### config.mk
export PLATFORM = sky130hd
export DESIGN_NAME = step_event_writer
export DESIGN_NICKNAME = d
export VERILOG_FILES = /design/src/rtl/step_event_writer.sv
export SDC_FILE = /design/constraint.sdc
export NUM_CORES = 1
export LEC_CHECK = 0
export ABC_AREA = 1
export BUFFER_PORTS_ARGS = -buffer_cell sky130_fd_sc_hd__buf_4
export CELL_PAD_IN_SITES_DETAIL_PLACEMENT = 0
export CELL_PAD_IN_SITES_GLOBAL_PLACEMENT = 2
export CORE_AREA = 4 4 203 205
export CTS_BUF_LIST = sky130_fd_sc_hd__clkbuf_4 sky130_fd_sc_hd__clkbuf_8 sky130_fd_sc_hd__clkbuf_16
export DETAILED_ROUTE_END_ITERATION = 12
export DIE_AREA = 0 0 207 209
export PLACE_DENSITY_LB_ADDON = 0.15
export SLEW_MARGIN = 20
export SYNTH_ARGS = -nofsm -noshare
export SYNTH_HDL_FRONTEND = slang
export SYNTH_SLANG_ARGS = --single-unit
### constraint.sdc
create_clock -name clk -period 13.25 [get_ports clk]
set_input_delay 1.325 -clock clk [delete_from_list [all_inputs] [get_ports clk]]
set_output_delay 1.325 -clock clk [all_outputs]
set_load 0.01 [all_outputs]
### src/rtl/step_event_writer.sv
// Queues tile step events and drains them into map write commands, one event per two cycles, once per frame.
// Build option STEP_EVENT_DEDUP_EN drops an event repeating the (row,col) of the last pushed event.
module step_event_writer #(
  parameter int unsigned NUM_OF_ROWS = 7,
  parameter int unsigned NUM_OF_COLS = 10,
  parameter int unsigned FIFO_DEPTH  = 4,
  parameter int unsigned BRAK_HITS   = 2
) (
  input  logic       clk,
  input  logic       reset,
  input  logic       startOfFrame,
  input  logic       clear,
  input  logic       ev_valid,
  output logic       ev_ready,
  input  logic [3:0] ev_row,
  input  logic [3:0] ev_col,
  input  logic [2:0] ev_type,
  output logic       wr_en,
  output logic [3:0] wr_row,
  output logic [3:0] wr_col,
  output logic [2:0] wr_type,
  output logic [7:0] coin_count,
  output logic       overflow,
  output logic [4:0] fifo_level
);
  localparam int unsigned AW    = (FIFO_DEPTH > 1) ? $clog2(FIFO_DEPTH) : 1;
  localparam int unsigned NCELL = NUM_OF_ROWS * NUM_OF_COLS;
  localparam int unsigned CW    = (NCELL > 1) ? $clog2(NCELL) : 1;

  localparam logic [2:0] T_FREE = 3'd0;
  localparam logic [2:0] T_COIN = 3'd3;
  localparam logic [2:0] T_BRAK = 3'd6;

  localparam logic [1:0] S_IDLE  = 2'd0;
  localparam logic [1:0] S_POP   = 2'd1;
  localparam logic [1:0] S_WRITE = 2'd2;

  logic [1:0]    state, state_nxt;
  logic [10:0]   mem [FIFO_DEPTH];
  logic [AW-1:0] rd_ptr, wr_ptr;
  logic [3:0]    head_row, head_col;
  logic [2:0]    head_type;
  logic [3:0]    hold_row, hold_col;
  logic [2:0]    hold_type;
  logic [1:0]    hits [NCELL];
  logic          push, pop, dup;
  logic          in_range, brak_done, do_write;
  logic [CW-1:0] cell_idx;
  logic [2:0]    hit_inc;

  assign ev_ready = (fifo_level != 5'(FIFO_DEPTH));
  assign push     = ev_valid && ev_ready && !clear && !dup;
  assign pop      = (state == S_POP) && !clear;

  // Outcome of the latched head entry, evaluated while in WRITE
  assign in_range  = (32'(head_row) < NUM_OF_ROWS) && (32'(head_col) < NUM_OF_COLS);
  assign cell_idx  = in_range ? CW'(32'(head_row) * NUM_OF_COLS + 32'(head_col)) : '0;
  assign hit_inc   = {1'b0, hits[cell_idx]} + 3'd1;
  assign brak_done = (hit_inc == 3'(BRAK_HITS));
  assign do_write  = in_range && ((head_type == T_COIN) || ((head_type == T_BRAK) && brak_done));

  assign wr_en   = (state == S_WRITE) && !clear && !reset && do_write;
  assign wr_row  = wr_en ? head_row : hold_row;
  assign wr_col  = wr_en ? head_col : hold_col;
  assign wr_type = wr_en ? T_FREE : hold_type;

  always_ff @(posedge clk) begin
    if (reset) state <= S_IDLE;
    else       state <= state_nxt;
  end

  always_comb begin
    state_nxt = state;
    case (state)
      S_IDLE:  if (startOfFrame && (fifo_level != 5'd0)) state_nxt = S_POP;
      S_POP:   state_nxt = S_WRITE;
      S_WRITE: state_nxt = ((fifo_level != 5'd0) || push) ? S_POP : S_IDLE;
      default: state_nxt = S_IDLE;
    endcase
    if (clear) state_nxt = S_IDLE;
  end

  always_ff @(posedge clk) begin
    if (push) mem[wr_ptr] <= {ev_row, ev_col, ev_type};
  end

  always_ff @(posedge clk) begin
    if (reset || clear) begin
      rd_ptr     <= '0;
      wr_ptr     <= '0;
      fifo_level <= '0;
    end else begin
      if (push) wr_ptr <= wr_ptr + AW'(1);
      if (pop)  rd_ptr <= rd_ptr + AW'(1);
      fifo_level <= fifo_level + 5'(push) - 5'(pop);
    end
  end

  always_ff @(posedge clk) begin
    if (reset) begin
      head_row  <= '0;
      head_col  <= '0;
      head_type <= '0;
    end else if (pop) begin
      {head_row, head_col, head_type} <= mem[rd_ptr];
    end
  end

  // Coin tally, brick hit counters, sticky overflow and held write command
  always_ff @(posedge clk) begin
    if (reset) begin
      coin_count <= '0;
      overflow   <= 1'b0;
      hold_row   <= '0;
      hold_col   <= '0;
      hold_type  <= '0;
      for (int unsigned i = 0; i < NCELL; i++) hits[i] <= '0;
    end else begin
      if (ev_valid && !ev_ready) overflow <= 1'b1;
      if (clear) begin
        for (int unsigned i = 0; i < NCELL; i++) hits[i] <= '0;
      end else if ((state == S_WRITE) && in_range) begin
        if ((head_type == T_COIN) && (coin_count != 8'hFF)) coin_count <= coin_count + 8'd1;
        if (head_type == T_BRAK) hits[cell_idx] <= brak_done ? 2'd0 : hit_inc[1:0];
      end
      if (wr_en) begin
        hold_row  <= head_row;
        hold_col  <= head_col;
        hold_type <= T_FREE;
      end
    end
  end

`ifdef STEP_EVENT_DEDUP_EN
  logic [3:0] last_row, last_col;
  logic       last_valid;

  assign dup = last_valid && (ev_row == last_row) && (ev_col == last_col);

  always_ff @(posedge clk) begin
    if (reset || clear) begin
      last_row   <= '0;
      last_col   <= '0;
      last_valid <= 1'b0;
    end else if (push) begin
      last_row   <= ev_row;
      last_col   <= ev_col;
      last_valid <= 1'b1;
    end else if (pop && (fifo_level == 5'd1)) begin
      last_valid <= 1'b0;
    end
  end
`else
  assign dup = 1'b0;
`endif

endmodule
==> results of run 1 <==
## kinds of logic (layout without fill, tap and decap cells)
logic type	count (synthesis)	count (layout)	share of synthesized area, %
buffers and inverters	388	396	9.03
AND/OR/NAND/NOR	881	881	23.2
flip-flops	342	342	58.9
XOR/XNOR	2	2	0.105
AO/OA/AOI/OAI	225	225	7.19
adder cells (fa/ha/maj)	20	20	1.63
## worst min-delay path by stage
stage | from | to | slack (ns)
after floorplan | hold_row[3]$_SDFF_PP0_ | hold_row[3]$_SDFF_PP0_ | 0.42
after global placement | hold_type[1]$_SDFF_PP0_ | hold_type[1]$_SDFF_PP0_ | 0.43
after detailed placement | hold_row[3]$_SDFF_PP0_ | hold_row[3]$_SDFF_PP0_ | 0.43
after CTS | hold_row[3]$_SDFF_PP0_ | hold_row[3]$_SDFF_PP0_ | 0.44
after global routing | hold_type[1]$_SDFF_PP0_ | hold_type[1]$_SDFF_PP0_ | 0.47
final | hold_row[3]$_SDFF_PP0_ | hold_row[3]$_SDFF_PP0_ | 0.44
## area by class of cell
type	instances	area, um2	share of cell area [%]
Multi-Input combinational cell	1128	5410	29.0
Sequential cell	342	9850	52.8
Tap cell	525	657	3.52
Clock inverter	23	199	1.07
Timing Repair Buffer	60	450	2.41
Inverter	263	987	5.29
Clock buffer	50	1110	5.96
## flip-flops by register name, indices dropped and copies added, names as in the netlist, 4 cells and up
register,cells
coin_count,8
fifo_level,5
head_col,4
head_row,4
hits,256
hold_col,4
hold_row,4
mem,44
## power by group
group / total, mW / internal [mW] / switching (mW)
logic: 0.0871 / 0.0205 / 0.0666
registers: 1.20 / 1.19 / 0.00563
clock network: 1.09 / 0.656 / 0.439
## worst max-delay path: stages, from the launching register on
cell and delay (ns):
sky130_fd_sc_hd__dfxtp_1 0.73, sky130_fd_sc_hd__nand4_4 0.65, sky130_fd_sc_hd__buf_4 0.56, sky130_fd_sc_hd__buf_4 0.49, sky130_fd_sc_hd__or2_1 0.34, sky130_fd_sc_hd__nand3_1 0.06, sky130_fd_sc_hd__nand2_1 0.05, sky130_fd_sc_hd__nor2_1 0.20
sky130_fd_sc_hd__nor2_1 0.08, sky130_fd_sc_hd__nor2_1 0.10, sky130_fd_sc_hd__nand2_1 0.06, sky130_fd_sc_hd__nand2_1 0.05, sky130_fd_sc_hd__nand2_1 0.10, sky130_fd_sc_hd__nor2_4 0.12, sky130_fd_sc_hd__nand3_2 0.16, sky130_fd_sc_hd__nand2_4 0.18
sky130_fd_sc_hd__nand2_4 0.11, sky130_fd_sc_hd__inv_2 0.17, sky130_fd_sc_hd__nor2_1 0.06, sky130_fd_sc_hd__buf_4 0.14
## metal layers
layer	part of all wire, %	vias to the layer above	track usage [%]	routed length, um
li1	-	6130	-	-
met3	4.0	55	2.96	1760
met1	46	5853	27.0	19900
met2	48	235	34.0	21100
met5	0	-	0	0
met4	2.0	0	5.20	884
## placed cells by master, fill, tap and decap left out, types with 14 or more instances in the layout
cell and count:
sky130_fd_sc_hd__nand2_1 431, sky130_fd_sc_hd__edfxtp_1 300, sky130_fd_sc_hd__inv_1 258, sky130_fd_sc_hd__nor2_1 159
sky130_fd_sc_hd__o21ai_0 135, sky130_fd_sc_hd__nand3_1 87, sky130_fd_sc_hd__nor3_1 81, sky130_fd_sc_hd__nor4_1 70
sky130_fd_sc_hd__buf_4 60, sky130_fd_sc_hd__dfxtp_1 42, sky130_fd_sc_hd__clkbuf_16 41, sky130_fd_sc_hd__o21ai_1 31
sky130_fd_sc_hd__a21oi_1 26, sky130_fd_sc_hd__or2_1 17, sky130_fd_sc_hd__ha_1 17, sky130_fd_sc_hd__o211ai_1 14
==> metrics.md, run 1 <==
| Metric | Value |
|---|---|
| Status | `completed` |
| Placeable core region | `39,500 um2` |
| Launch point of the critical path | `head_col[0]$_SDFFE_PP0P_` |
| Syn Inst Count | `1,858` |
| Cell area after layout | `18,700 um2` |
| Crit Path Category | `flop to output port` |
| Area overhead of the layout relative to synthesis | `11.6%` |
| Wire length of the first global-routing pass | `68,300 um` |
| Die Footprint | `43,300 um2` |
| Count of cells along the worst register-to-register path | `16` |
| Net count reported at finish | `1,871` |
| End point of the critical path | `wr_row[3]` |
| Critical path data arrival time | `5.04 ns` |
| Average instance area after synthesis | `9.00 um2` |
| CTS tree | `yes` |
| Reg2Reg Launch Point | `head_col[0]$_SDFFE_PP0P_` |
| Insertion delay to the later sink of the worst-skew pair | `0.55 ns` |
| Via density | `5.13` |
| Flops & latches, synth | `342` |
| Area share of the leading cell type in the synthesized netlist | `53.9%` |
| Starting Density | `42.4%` |
| Final sum of negative setup slack | `0 ns` |
| DRC marker count from the first detailed-route iteration | `832` |
| Fmax | `157 MHz` |
| Post-cts repair resize count | `0` |
| Number of routed nets with antenna violations | `0` |
| Top-count cell post-synth | `sky130_fd_sc_hd__nand2_1` |
| Weighted congestion at the end of routability-driven global placement | `0.767` |
| Setup repair after global routing missed its margin | `false` |
| All-layer global routing usage | `20.0%` |
| Largest area contributor in the synthesized netlist | `sky130_fd_sc_hd__edfxtp_1` |
| Fill cells | `3,871` |
| Total wirelength of the detailed-routed design | `43,600 um` |
| Power after layout | `2.38 mW` |
| Top post-synthesis cells by area | `sky130_fd_sc_hd__edfxtp_1, sky130_fd_sc_hd__nand2_1, sky130_fd_sc_hd__inv_1` |
| Num CTS Buffers | `40` |
| Routed WL per cell | `18.2 um` |
| Lkg Pwr | `7.65 nW` |
| Power per Cell Area | `128 nW/um2` |
| Yosys Warn Count | `0` |
| Antenna cells | `0` |
| List of most frequent post-synthesis cells | `sky130_fd_sc_hd__nand2_1, sky130_fd_sc_hd__edfxtp_1, sky130_fd_sc_hd__inv_1, sky130_fd_sc_hd__nor2_1, sky130_fd_sc_hd__o21ai_0` |
| H-tree depth reported by CTS | `2` |
| Overall via count from detail_route | `12,273` |
| Post-CTS setup repair buffer count | `0` |
| Endpoints failing setup | `0` |
| Final-report hold violation count | `0` |
| Largest net degree at the start of global routing | `99` |
| Crit end category | `output port` |
| Initial antenna violation count | `0` |
| Hold path depth | `2` |
| Post-placement cell area | `17,300 um2` |
| Max_slew headroom | `27.9%` |
| Max-cap check violation count | `0` |
| Largest fanout of any net on the critical path | `98` |
| Via count of the first global-routing pass | `11,997` |
| Worst R2R End | `hits[35][1]$_SDFFCE_PN0P_` |
| Post-CTS Hold Fix Bufs | `0` |
| Min cycle time layout | `6.36 ns` |
| Height of the die | `209 um` |
| Count of buffers from port buffering | `42` |
| Clock Tree Root | `sky130_fd_sc_hd__clkbuf_16` |
| Cell Area, Synth | `16,700 um2` |
| CTS max path bufs | `3` |
| I/O pin total | `43` |
| Cell variety after synth | `42` |
| Post-Route Skew | `0.0136 ns` |
| Remaining Overflow, GRT | `0` |
| Share of post-route cells with drive strength above 1 | `8.79%` |
| Detailed-route DRC error count | `0` |
| Core Util, Final | `47.3%` |
| Synth Net Count | `1,894` |
| Final std cells w/o fill | `2,391` |
| Tcrit/Tclk final | `48.0%` |
| Horizontal die dimension | `207 um` |
| Worst-case register-to-register setup slack | `7.78 ns` |
| Number of iterations in the first detailed-routing pass | `5` |
| Worst Tran Pin Value | `1.08 ns` |
| Required time worst endpoint | `11.93 ns` |
| Main synth FF type | `sky130_fd_sc_hd__edfxtp_1` |
| Share of synthesized flip-flops with an asynchronous set or reset | `0%` |
| Pre-CTS setup slack | `7.39 ns` |
| Placed cells | `2,318` |
| Worst-case setup margin in the final layout | `6.89 ns` |
| Category of the worst setup path launch point | `flop` |
| Post-Route Hold Slack | `0.443 ns` |
| Number of enable-type register cells in the synthesized netlist | `300` |
| Floorplan row count | `73` |
| Clock slew seen by the registers of the worst setup and hold paths | `0.06 ns` |
| Half-perimeter wire length after placement | `25,600 um` |
| Worst Hold Class | `flop to flop` |
| Register area share after synthesis | `58.9%` |
| # clock sinks | `342` |
| Final max-slew violation count | `0` |
| Worst voltage drop across the vdd grid | `98.8 uV` |
(Power assumes the default switching activity.)
==> run 2, diff against run 1 <==
--- a/config.mk
+++ b/config.mk
@@ -5,14 +5,14 @@
 export SDC_FILE = /design/constraint.sdc
 export NUM_CORES = 1
 export LEC_CHECK = 0
-export ABC_AREA = 1
+export ABC_AREA = 0
 export BUFFER_PORTS_ARGS = -buffer_cell sky130_fd_sc_hd__buf_4
 export CELL_PAD_IN_SITES_DETAIL_PLACEMENT = 0
 export CELL_PAD_IN_SITES_GLOBAL_PLACEMENT = 2
-export CORE_AREA = 4 4 203 205
+export CORE_AREA = 4 4 204 206
 export CTS_BUF_LIST = sky130_fd_sc_hd__clkbuf_4 sky130_fd_sc_hd__clkbuf_8 sky130_fd_sc_hd__clkbuf_16
 export DETAILED_ROUTE_END_ITERATION = 12
-export DIE_AREA = 0 0 207 209
+export DIE_AREA = 0 0 208 210
 export PLACE_DENSITY_LB_ADDON = 0.15
 export SLEW_MARGIN = 20
 export SYNTH_ARGS = -nofsm -noshare
==> constraint.sdc (replaced) <==
create_clock -name clk -period 5.5 [get_ports clk]
set_input_delay 0.55 -clock clk [delete_from_list [all_inputs] [get_ports clk]]
set_output_delay 0.55 -clock clk [all_outputs]
set_load 0.01 [all_outputs]
==> run 2 against run 1 <==
Wire length grew 1.3%. Cell count shrank 23%. Critical path depth shrank 4. Flip-flop and latch count is the same. First-iteration DRC count grew 1.3%. Register-to-register slack lost 7.1 ns. Worst setup slack lost 6.7 ns. Power grew 140%. Sequential share of layout area grew 2.0 points. Via count shrank 16%. Critical path type unchanged. Largest power group unchanged.
==> metrics.md, run 2 <==
| Metric | Value |
|---|---|
| Critical path buffer and inverter count | `4 (unchanged)` |
| Core Util, Final | `45.4% (was 47.3%)` |
| Min cycle time layout | `5.34 ns` |
| Cell variety after synth | `83 (was 42)` |
| Number of routed nets with antenna violations | `0 (unchanged)` |
| Register area share after synthesis | `62.7% (was 58.9%)` |
| Crit Path Category | `flop to output port (unchanged)` |
| Count of buffers from port buffering | `42 (unchanged)` |
| Count of cells along the worst register-to-register path | `13 (was 16)` |
| Setup repair after global routing missed its margin | `true (was false)` |
| Wire length of the first global-routing pass | `65,200 um (was 68,300 um)` |
| Worst Hold Class | `primary input to flop (was flop to flop)` |
| Final-report hold violation count | `0 (unchanged)` |
| Worst Tran Pin Value | `1.13 ns (was 1.08 ns)` |
| Starting Density | `39.6% (was 42.4%)` |
| Flops & latches, synth | `342 (unchanged)` |
| Remaining Overflow, GRT | `0 (unchanged)` |
| Area overhead of the layout relative to synthesis | `14.7% (was 11.6%)` |
| Horizontal die dimension | `208 um (was 207 um)` |
| Total wirelength of the detailed-routed design | `44,200 um (was 43,600 um)` |
| Required time worst endpoint | `4.95 ns (was 11.93 ns)` |
| Height of the die | `210 um (was 209 um)` |
| Critical path depth | `15 (was 19)` |
| All-layer global routing usage | `19.5% (was 20.0%)` |
| Weighted congestion at the end of routability-driven global placement | `0.770 (was 0.767)` |
| Top register by number of flip-flops | `hits (unchanged)` |
| Storage element area | `9860 um2 (was 9850 um2)` |
| Reg2Reg Launch Point | `head_row[0]$_SDFFE_PP0P_ (was head_col[0]$_SDFFE_PP0P_)` |
| Area of the multi-input gates | `5370 um2 (was 5410 um2)` |
| Via density | `5.56 (was 5.13)` |
| Cell class contributing the biggest share of worst-path delay | `adder cells (was simple AND/OR/NAND/NOR gates)` |
| Registers with the most flip-flops | `hits: 256 flops, mem: 44 flops, coin_count: 8 flops (unchanged)` |
| Worst R2R End | `hits[66][0]$_SDFFCE_PN0P_ (was hits[35][1]$_SDFFCE_PN0P_)` |
| Max-cap check violation count | `0 (unchanged)` |
| Post-Route Skew | `0.0187 ns (was 0.0136 ns)` |
| Share of synthesized flip-flops with an asynchronous set or reset | `0% (unchanged)` |
| Category of the worst setup path launch point | `flop (unchanged)` |
| Floorplan row count | `73 (unchanged)` |
| I/O pin total | `43 (unchanged)` |
| Worst-case setup margin in the final layout | `0.156 ns (was 6.89 ns)` |
| End point of the critical path | `wr_col[1] (was wr_row[3])` |
| Status | `completed (unchanged)` |
| DRC marker count from the first detailed-route iteration | `843 (was 832)` |
| Detailed-route DRC error count | `0 (unchanged)` |
| Main synth FF type | `sky130_fd_sc_hd__edfxtp_1 (unchanged)` |
| # clock sinks | `342 (unchanged)` |
| Largest net degree at the start of global routing | `71 (was 99)` |
| CTS tree | `yes (unchanged)` |
| Most used cell along the critical path | `sky130_fd_sc_hd__buf_4` |
| Insertion delay to the later sink of the worst-skew pair | `0.56 ns (was 0.55 ns)` |
| Initial antenna violation count | `0 (unchanged)` |
| Critical path data arrival time | `4.79 ns (was 5.04 ns)` |
| HP Start | `ev_col[0] (was hold_row[3]$_SDFF_PP0_)` |
| Routed WL per cell | `24.0 um (was 18.2 um)` |
| CTS max path bufs | `3 (unchanged)` |
| Power per Cell Area | `315 nW/um2 (was 128 nW/um2)` |
| Share of post-route cells with drive strength above 1 | `18.7% (was 8.79%)` |
| Half-perimeter wire length after placement | `27,900 um (was 25,600 um)` |
| Die Footprint | `43,700 um2 (was 43,300 um2)` |
| Most used cells in the layout excluding fill and tap cells | `sky130_fd_sc_hd__edfxtp_1, sky130_fd_sc_hd__nor2_1, sky130_fd_sc_hd__o21ai_0 (was sky130_fd_sc_hd__nand2_1, sky130_fd_sc_hd__edfxtp_1, sky130_fd_sc_hd__inv_1)` |
| Final max-slew violation count | `0 (unchanged)` |
| Largest register FFs | `256 (unchanged)` |
| Post-Route Hold Slack | `0.196 ns (was 0.443 ns)` |
| Average instance area after synthesis | `12.5 um2 (was 9.00 um2)` |
| Slowest cell on the critical path | `sky130_fd_sc_hd__fa_4 (was sky130_fd_sc_hd__dfxtp_1)` |
| Yosys Warn Count | `0 (unchanged)` |
| Most common cell after layout, fill and taps aside | `sky130_fd_sc_hd__edfxtp_1 (was sky130_fd_sc_hd__nand2_1)` |
| Top post-synthesis cells by area | `sky130_fd_sc_hd__edfxtp_1, sky130_fd_sc_hd__nor2_1, sky130_fd_sc_hd__dfxtp_1 (was sky130_fd_sc_hd__edfxtp_1, sky130_fd_sc_hd__nand2_1, sky130_fd_sc_hd__inv_1)` |
| Max_slew headroom | `24.3% (was 27.9%)` |
| Overall via count from detail_route | `10,255 (was 12,273)` |
| Crit end category | `output port (unchanged)` |
| Crit path largest cell delay | `0.89 ns (was 0.73 ns)` |
| Power after layout | `5.66 mW (was 2.38 mW)` |
| Pre-CTS setup slack | `0.359 ns (was 7.39 ns)` |
| Cell Area, Synth | `15,700 um2 (was 16,700 um2)` |
| Net count reported at finish | `1,323 (was 1,871)` |
| Top-count cell post-synth | `sky130_fd_sc_hd__edfxtp_1 (was sky130_fd_sc_hd__nand2_1)` |
| Cell breakdown of the critical path | `ha_4 > inv_1 > fa_4 > buf_6 > mux2_2 > a221oi_1 > nor3_1 > o21ai_0 > a41oi_1 > nor4_4 > buf_4 > nand4_4 > nand3_1 > nand2_1 > buf_4 (was nand4_4 > buf_4 > buf_4 > or2_1 > nand3_1 > nand2_1 > nor2_1 > nor2_1 > nor2_1 > nand2_1 > nand2_1 > nand2_1 > nor2_4 > nand3_2 > nand2_4 > nand2_4 > inv_2 > nor2_1 > buf_4)` |
| Placeable core region | `39,600 um2 (was 39,500 um2)` |
| Syn Inst Count | `1,256 (was 1,858)` |
| Fmax | `187 MHz` |
| Launch point of the critical path | `head_row[0]$_SDFFE_PP0P_ (was head_col[0]$_SDFFE_PP0P_)` |
| Fill cells | `3,738 (was 3,871)` |
| Post-CTS Hold Fix Bufs | `0 (unchanged)` |
| Largest fanout of any net on the critical path | `17 (was 98)` |
| Number of iterations in the first detailed-routing pass | `5 (unchanged)` |
| Largest area contributor in the synthesized netlist | `sky130_fd_sc_hd__edfxtp_1 (unchanged)` |
| Tcrit/Tclk final | `97.2%` |
| Via count of the first global-routing pass | `10,154 (was 11,997)` |
| Worst voltage drop across the vdd grid | `175 uV (was 98.8 uV)` |
| Clock Tree Root | `sky130_fd_sc_hd__clkbuf_16 (unchanged)` |
| List of most frequent post-synthesis cells | `sky130_fd_sc_hd__edfxtp_1, sky130_fd_sc_hd__nor2_1, sky130_fd_sc_hd__o21ai_0, sky130_fd_sc_hd__nand2_1, sky130_fd_sc_hd__clkbuf_1 (was sky130_fd_sc_hd__nand2_1, sky130_fd_sc_hd__edfxtp_1, sky130_fd_sc_hd__inv_1, sky130_fd_sc_hd__nor2_1, sky130_fd_sc_hd__o21ai_0)` |
| Antenna cells | `0 (unchanged)` |
| Worst-case register-to-register setup slack | `0.71 ns (was 7.78 ns)` |
| Endpoints failing setup | `0 (unchanged)` |
| Number of enable-type register cells in the synthesized netlist | `300 (unchanged)` |
| Clock slew seen by the registers of the worst setup and hold paths | `0.05 ns (was 0.06 ns)` |
| Synth Net Count | `1,292 (was 1,894)` |
| Num CTS Buffers | `40 (unchanged)` |
| H-tree depth reported by CTS | `2 (unchanged)` |
| Lkg Pwr | `6.06 nW (was 7.65 nW)` |
| Area share of the leading cell type in the synthesized netlist | `57.4% (was 53.9%)` |
[run 2: cell types whose count changed after synthesis, moves of 31 or more]
cell                      change
sky130_fd_sc_hd__nor3_1      -75
sky130_fd_sc_hd__nor2_1      +65
sky130_fd_sc_hd__o21ai_0     -46
sky130_fd_sc_hd__nand3_1     -64
sky130_fd_sc_hd__inv_1      -237
sky130_fd_sc_hd__mux4_2      +31
sky130_fd_sc_hd__nor4_1      -62
sky130_fd_sc_hd__nand2_1    -363
[run 2: cell families after synthesis]
logic type / count (synthesis) / share of synthesized area, %
AOI/OAI and AO/OA: 235 / 9.85
xor gates and xnor gates: 13 / 0.845
adders and majority gates: 20 / 1.74
buffers and inverters: 124 / 3.59
DFF: 342 / 62.7
muxes: 81 / 7.79
and+or+nand+nor: 441 / 13.4
[run 2: worst min-delay path by stage]
stage / end / slack (ns) / cells past startpoint
after global routing: mem[3][6]$_DFFE_PP_ / 0.17 / 1
final: mem[3][3]$_DFFE_PP_ / 0.20 / 1
after CTS: mem[0][3]$_DFFE_PP_ / 0.16 / 1
after detailed placement: state[0]$_SDFFE_PP0P_ / 0.44 / 1
after floorplan: state[0]$_SDFFE_PP0P_ / 0.41 / 1
after global placement: state[0]$_SDFFE_PP0P_ / 0.45 / 1
[run 2: area by class of cell]
type | count | share of cell area, %
clock buffer | 54 | 6.38
clock inverter | 20 | 0.723
inverter | 21 | 0.438
multi-input combinational | 791 | 29.8
sequential | 342 | 54.8
tap | 525 | 3.65
timing repair buffer | 91 | 4.23
[run 2: per-layer routing]
| layer | up-vias | part of all wire (%) | GRT usage, % |
|---|---|---|---|
| met1 | 5163 | 46 | 27.8 |
| li1 | 4764 | - | - |
| met2 | 267 | 47 | 31.0 |
| met5 | - | 0 | 0 |
| met3 | 61 | 5.2 | 3.69 |
| met4 | 0 | 2.3 | 5.28 |
[run 2: power breakdown]
part / internal (mW) / switching, mW / leakage [nW]
clock: 1.52 / 1.06 / 0.643
sequential: 2.88 / 0.0186 / 3.35
combinational: 0.0643 / 0.131 / 2.07
[run 2: what timing repair did]
action / 4_1_cts / 5_1_grt
setup buffers: 0 / 7
pin swaps: 0 / 3
setup endpoints to repair: 12 / 12
gates resized for setup: 6 / 9
gates cloned: 0 / 3
[run 2: stage by stage]
stage	cells	instance area, um2	setup TNS [ns]
global route	1844	18000	-0.0323
floorplan	1256	15700	0
finish	1844	18000	0
CTS	1834	17900	0
global placement	1760	16500	0
detailed placement	1760	16500	0
==> run 3, diff against run 2 <==
--- a/config.mk
+++ b/config.mk
@@ -10,7 +10,6 @@
 export CELL_PAD_IN_SITES_DETAIL_PLACEMENT = 0
 export CELL_PAD_IN_SITES_GLOBAL_PLACEMENT = 2
 export CORE_AREA = 4 4 204 206
-export CTS_BUF_LIST = sky130_fd_sc_hd__clkbuf_4 sky130_fd_sc_hd__clkbuf_8 sky130_fd_sc_hd__clkbuf_16
 export DETAILED_ROUTE_END_ITERATION = 12
 export DIE_AREA = 0 0 208 210
 export PLACE_DENSITY_LB_ADDON = 0.15
==> run 3 against run 2 <==
Register-to-register slack worse by 0.07 ns. Sequential power hardly changed. Sequential share of layout area hardly changed. Cell area hardly changed. Flip-flop and latch count stayed put. Cell count is 0.16% higher. Critical path type unchanged.
==> metrics.md, run 3 (synthesized netlist as in run 2, its figures left out) <==
| Metric | Value |
|---|---|
| Global routing met2 resource utilization | `31.0% (about the same)` |
| Cell class contributing the biggest share of worst-path delay | `adder cells (unchanged)` |
| Floorplan row count | `73 (unchanged)` |
| All-layer global routing usage | `19.5% (unchanged)` |
| Top register by number of flip-flops | `hits (unchanged)` |
| Weighted congestion at the end of routability-driven global placement | `0.770 (unchanged)` |
| Critical path depth | `15 (unchanged)` |
| Most common cell after layout, fill and taps aside | `sky130_fd_sc_hd__edfxtp_1 (unchanged)` |
| Endpoints failing setup | `0 (unchanged)` |
| Post-placement cell area | `16,500 um2 (unchanged)` |
| Required time worst endpoint | `4.95 ns (about the same)` |
| Final sum of negative setup slack | `0 ns (unchanged)` |
| H-tree depth reported by CTS | `2 (unchanged)` |
| Worst Tran Pin Value | `1.06 ns (was 1.13 ns)` |
| Clock Tree Root | `sky130_fd_sc_hd__clkbuf_16 (unchanged)` |
| Starting Density | `39.6% (unchanged)` |
| Largest register FFs | `256 (unchanged)` |
| Tcrit/Tclk final | `98.2% (was 97.2%)` |
| Cell breakdown of the critical path | `ha_4 > inv_1 > fa_4 > buf_6 > mux2_2 > a221oi_1 > nor3_1 > o21ai_0 > a41oi_1 > nor4_4 > buf_4 > nand4_4 > nand3_1 > nand2_1 > buf_4 (unchanged)` |
| Crit end category | `output port (unchanged)` |
| Critical path data arrival time | `4.85 ns (was 4.79 ns)` |
| Net count reported at finish | `1,326 (was 1,323)` |
| Setup repair after global routing missed its margin | `true (unchanged)` |
| Horizontal die dimension | `208 um (unchanged)` |
| Lkg Pwr | `6.03 nW (was 6.06 nW)` |
| Wire length of the first global-routing pass | `65,200 um (about the same)` |
| Worst voltage drop across the vdd grid | `175 uV (about the same)` |
| CTS max path bufs | `3 (unchanged)` |
| Share of post-route cells with drive strength above 1 | `18.2% (was 18.7%)` |
| Count of cells along the worst register-to-register path | `13 (unchanged)` |
| Crit path largest cell delay | `0.89 ns (about the same)` |
| Slowest cell on the critical path | `sky130_fd_sc_hd__fa_4 (unchanged)` |
| Critical path buffer and inverter count | `4 (unchanged)` |
| Area of the multi-input gates | `5390 um2 (was 5370 um2)` |
| Power per Cell Area | `312 nW/um2 (was 315 nW/um2)` |
| Routed WL per cell | `24.0 um (about the same)` |
| Hold path depth | `1 (unchanged)` |
| Total wirelength of the detailed-routed design | `44,400 um (was 44,200 um)` |
| Insertion delay to the later sink of the worst-skew pair | `0.56 ns (about the same)` |
| Die Footprint | `43,700 um2 (unchanged)` |
| Clock slew seen by the registers of the worst setup and hold paths | `0.05 ns (about the same)` |
| Number of iterations in the first detailed-routing pass | `5 (unchanged)` |
| Met3 Track Usage GR | `3.69% (unchanged)` |
| Registers with the most flip-flops | `hits: 256 flops, mem: 44 flops, coin_count: 8 flops (unchanged)` |
| CTS tree | `yes (unchanged)` |
| Count of buffers from port buffering | `42 (unchanged)` |
| I/O pin total | `43 (unchanged)` |
| Category of the worst setup path launch point | `flop (unchanged)` |
| Antenna cells | `0 (unchanged)` |
| Num CTS Buffers | `40 (unchanged)` |
| Fmax | `185 MHz (was 187 MHz)` |
| Largest fanout of any net on the critical path | `17 (unchanged)` |
| Final max-slew violation count | `0 (unchanged)` |
| Max_slew headroom | `29.3% (was 24.3%)` |
| # clock sinks | `342 (unchanged)` |
| Detailed-route DRC error count | `0 (unchanged)` |
| Placeable core region | `39,600 um2 (unchanged)` |
| Via density | `5.56 (about the same)` |
| Number of routed nets with antenna violations | `0 (unchanged)` |
| Storage element area | `9860 um2 (unchanged)` |
| Pre-CTS setup slack | `0.359 ns (unchanged)` |
| DRC marker count from the first detailed-route iteration | `853 (was 843)` |
| Initial antenna violation count | `1 (was 0)` |
| Cell area after layout | `18,000 um2 (about the same)` |
| Most used cells in the layout excluding fill and tap cells | `sky130_fd_sc_hd__edfxtp_1, sky130_fd_sc_hd__nor2_1, sky130_fd_sc_hd__o21ai_0 (unchanged)` |
| Post-Route Skew | `0.0168 ns (was 0.0187 ns)` |
| Max-cap check violation count | `0 (unchanged)` |
| Half-perimeter wire length after placement | `27,900 um (unchanged)` |
| Worst Hold Class | `primary input to flop (unchanged)` |
| Area overhead of the layout relative to synthesis | `14.7% (about the same)` |
| Worst-case setup margin in the final layout | `0.0988 ns (was 0.156 ns)` |
| Min cycle time layout | `5.40 ns (was 5.34 ns)` |
| Met1 Resource Use GR | `27.8% (about the same)` |
| Most used cell along the critical path | `sky130_fd_sc_hd__buf_4 (unchanged)` |
| Post-Route Hold Slack | `0.194 ns (was 0.196 ns)` |
| Core Util, Final | `45.4% (about the same)` |
| Fill cells | `3,727 (was 3,738)` |
| Remaining Overflow, GRT | `0 (unchanged)` |
| Overall via count from detail_route | `10,271 (was 10,255)` |
| Status | `completed (unchanged)` |
| Crit Path Category | `flop to output port (unchanged)` |
| Via count of the first global-routing pass | `10,159 (was 10,154)` |
| Height of the die | `210 um (unchanged)` |
| Final-report hold violation count | `0 (unchanged)` |
| Largest net degree at the start of global routing | `71 (unchanged)` |
| Post-CTS Hold Fix Bufs | `0 (unchanged)` |
| Busiest metal layer after global routing | `met2 (unchanged)` |
-- run 3: changes by cell type in the layout (fill, tap and decap cells not counted), sizes merged --
cell / change
buf: +2
and4: +1
-- run 3: per-layer routing --
layer | share of wire (%) | up-vias
met5 | 0.027 | -
met4 | 2.4 | 2
met3 | 4.9 | 69
met2 | 47 | 268
met1 | 46 | 5155
li1 | - | 4777
-- run 3: what timing repair did --
item                                    4_1_cts  5_1_grt
gates resized for setup                       6       11
cloned                                        0        4
pin swaps                                     0        4
setup buffers                                 0        9
endpoints found under the setup margin       12       12
-- run 3: per-stage QoR --
| stage | power (mW) | std cells |
|---|---|---|
| floorplan | 3.06 | 1256 |
| global placement | 3.14 | 1760 |
| detailed placement | 3.14 | 1760 |
| CTS | 5.67 | 1834 |
| global route | 5.82 | 1847 |
| finish | 5.62 | 1847 |
-- run 3: path summary, 6_finish.rpt --
check	start	end	slack (ns)
setup / recovery	head_row[0]$_SDFFE_PP0P_	wr_col[1]	0.1
hold / removal	ev_col[0]	mem[3][3]$_DFFE_PP_	0.19
setup reg to reg	head_row[0]$_SDFFE_PP0P_	hits[10][0]$_SDFFCE_PN0P_	0.64
hold reg to reg	state[0]$_SDFFE_PP0P_	state[0]$_SDFFE_PP0P_	0.45
-- run 3: where the power goes --
part	switching (mW)	total [mW]	internal, mW
clock	1.06	2.53	1.47
sequential	0.0186	2.90	2.88
combinational	0.132	0.198	0.0655
-- run 3: area by class of cell --
class | instances | share of cell area [%]
Sequential cell | 342 | 54.8
Inverter | 21 | 0.438
Clock inverter | 20 | 0.723
Tap cell | 525 | 3.65
Multi-Input combinational cell | 792 | 29.9
Clock buffer | 54 | 6.19
Timing Repair Buffer | 93 | 4.34
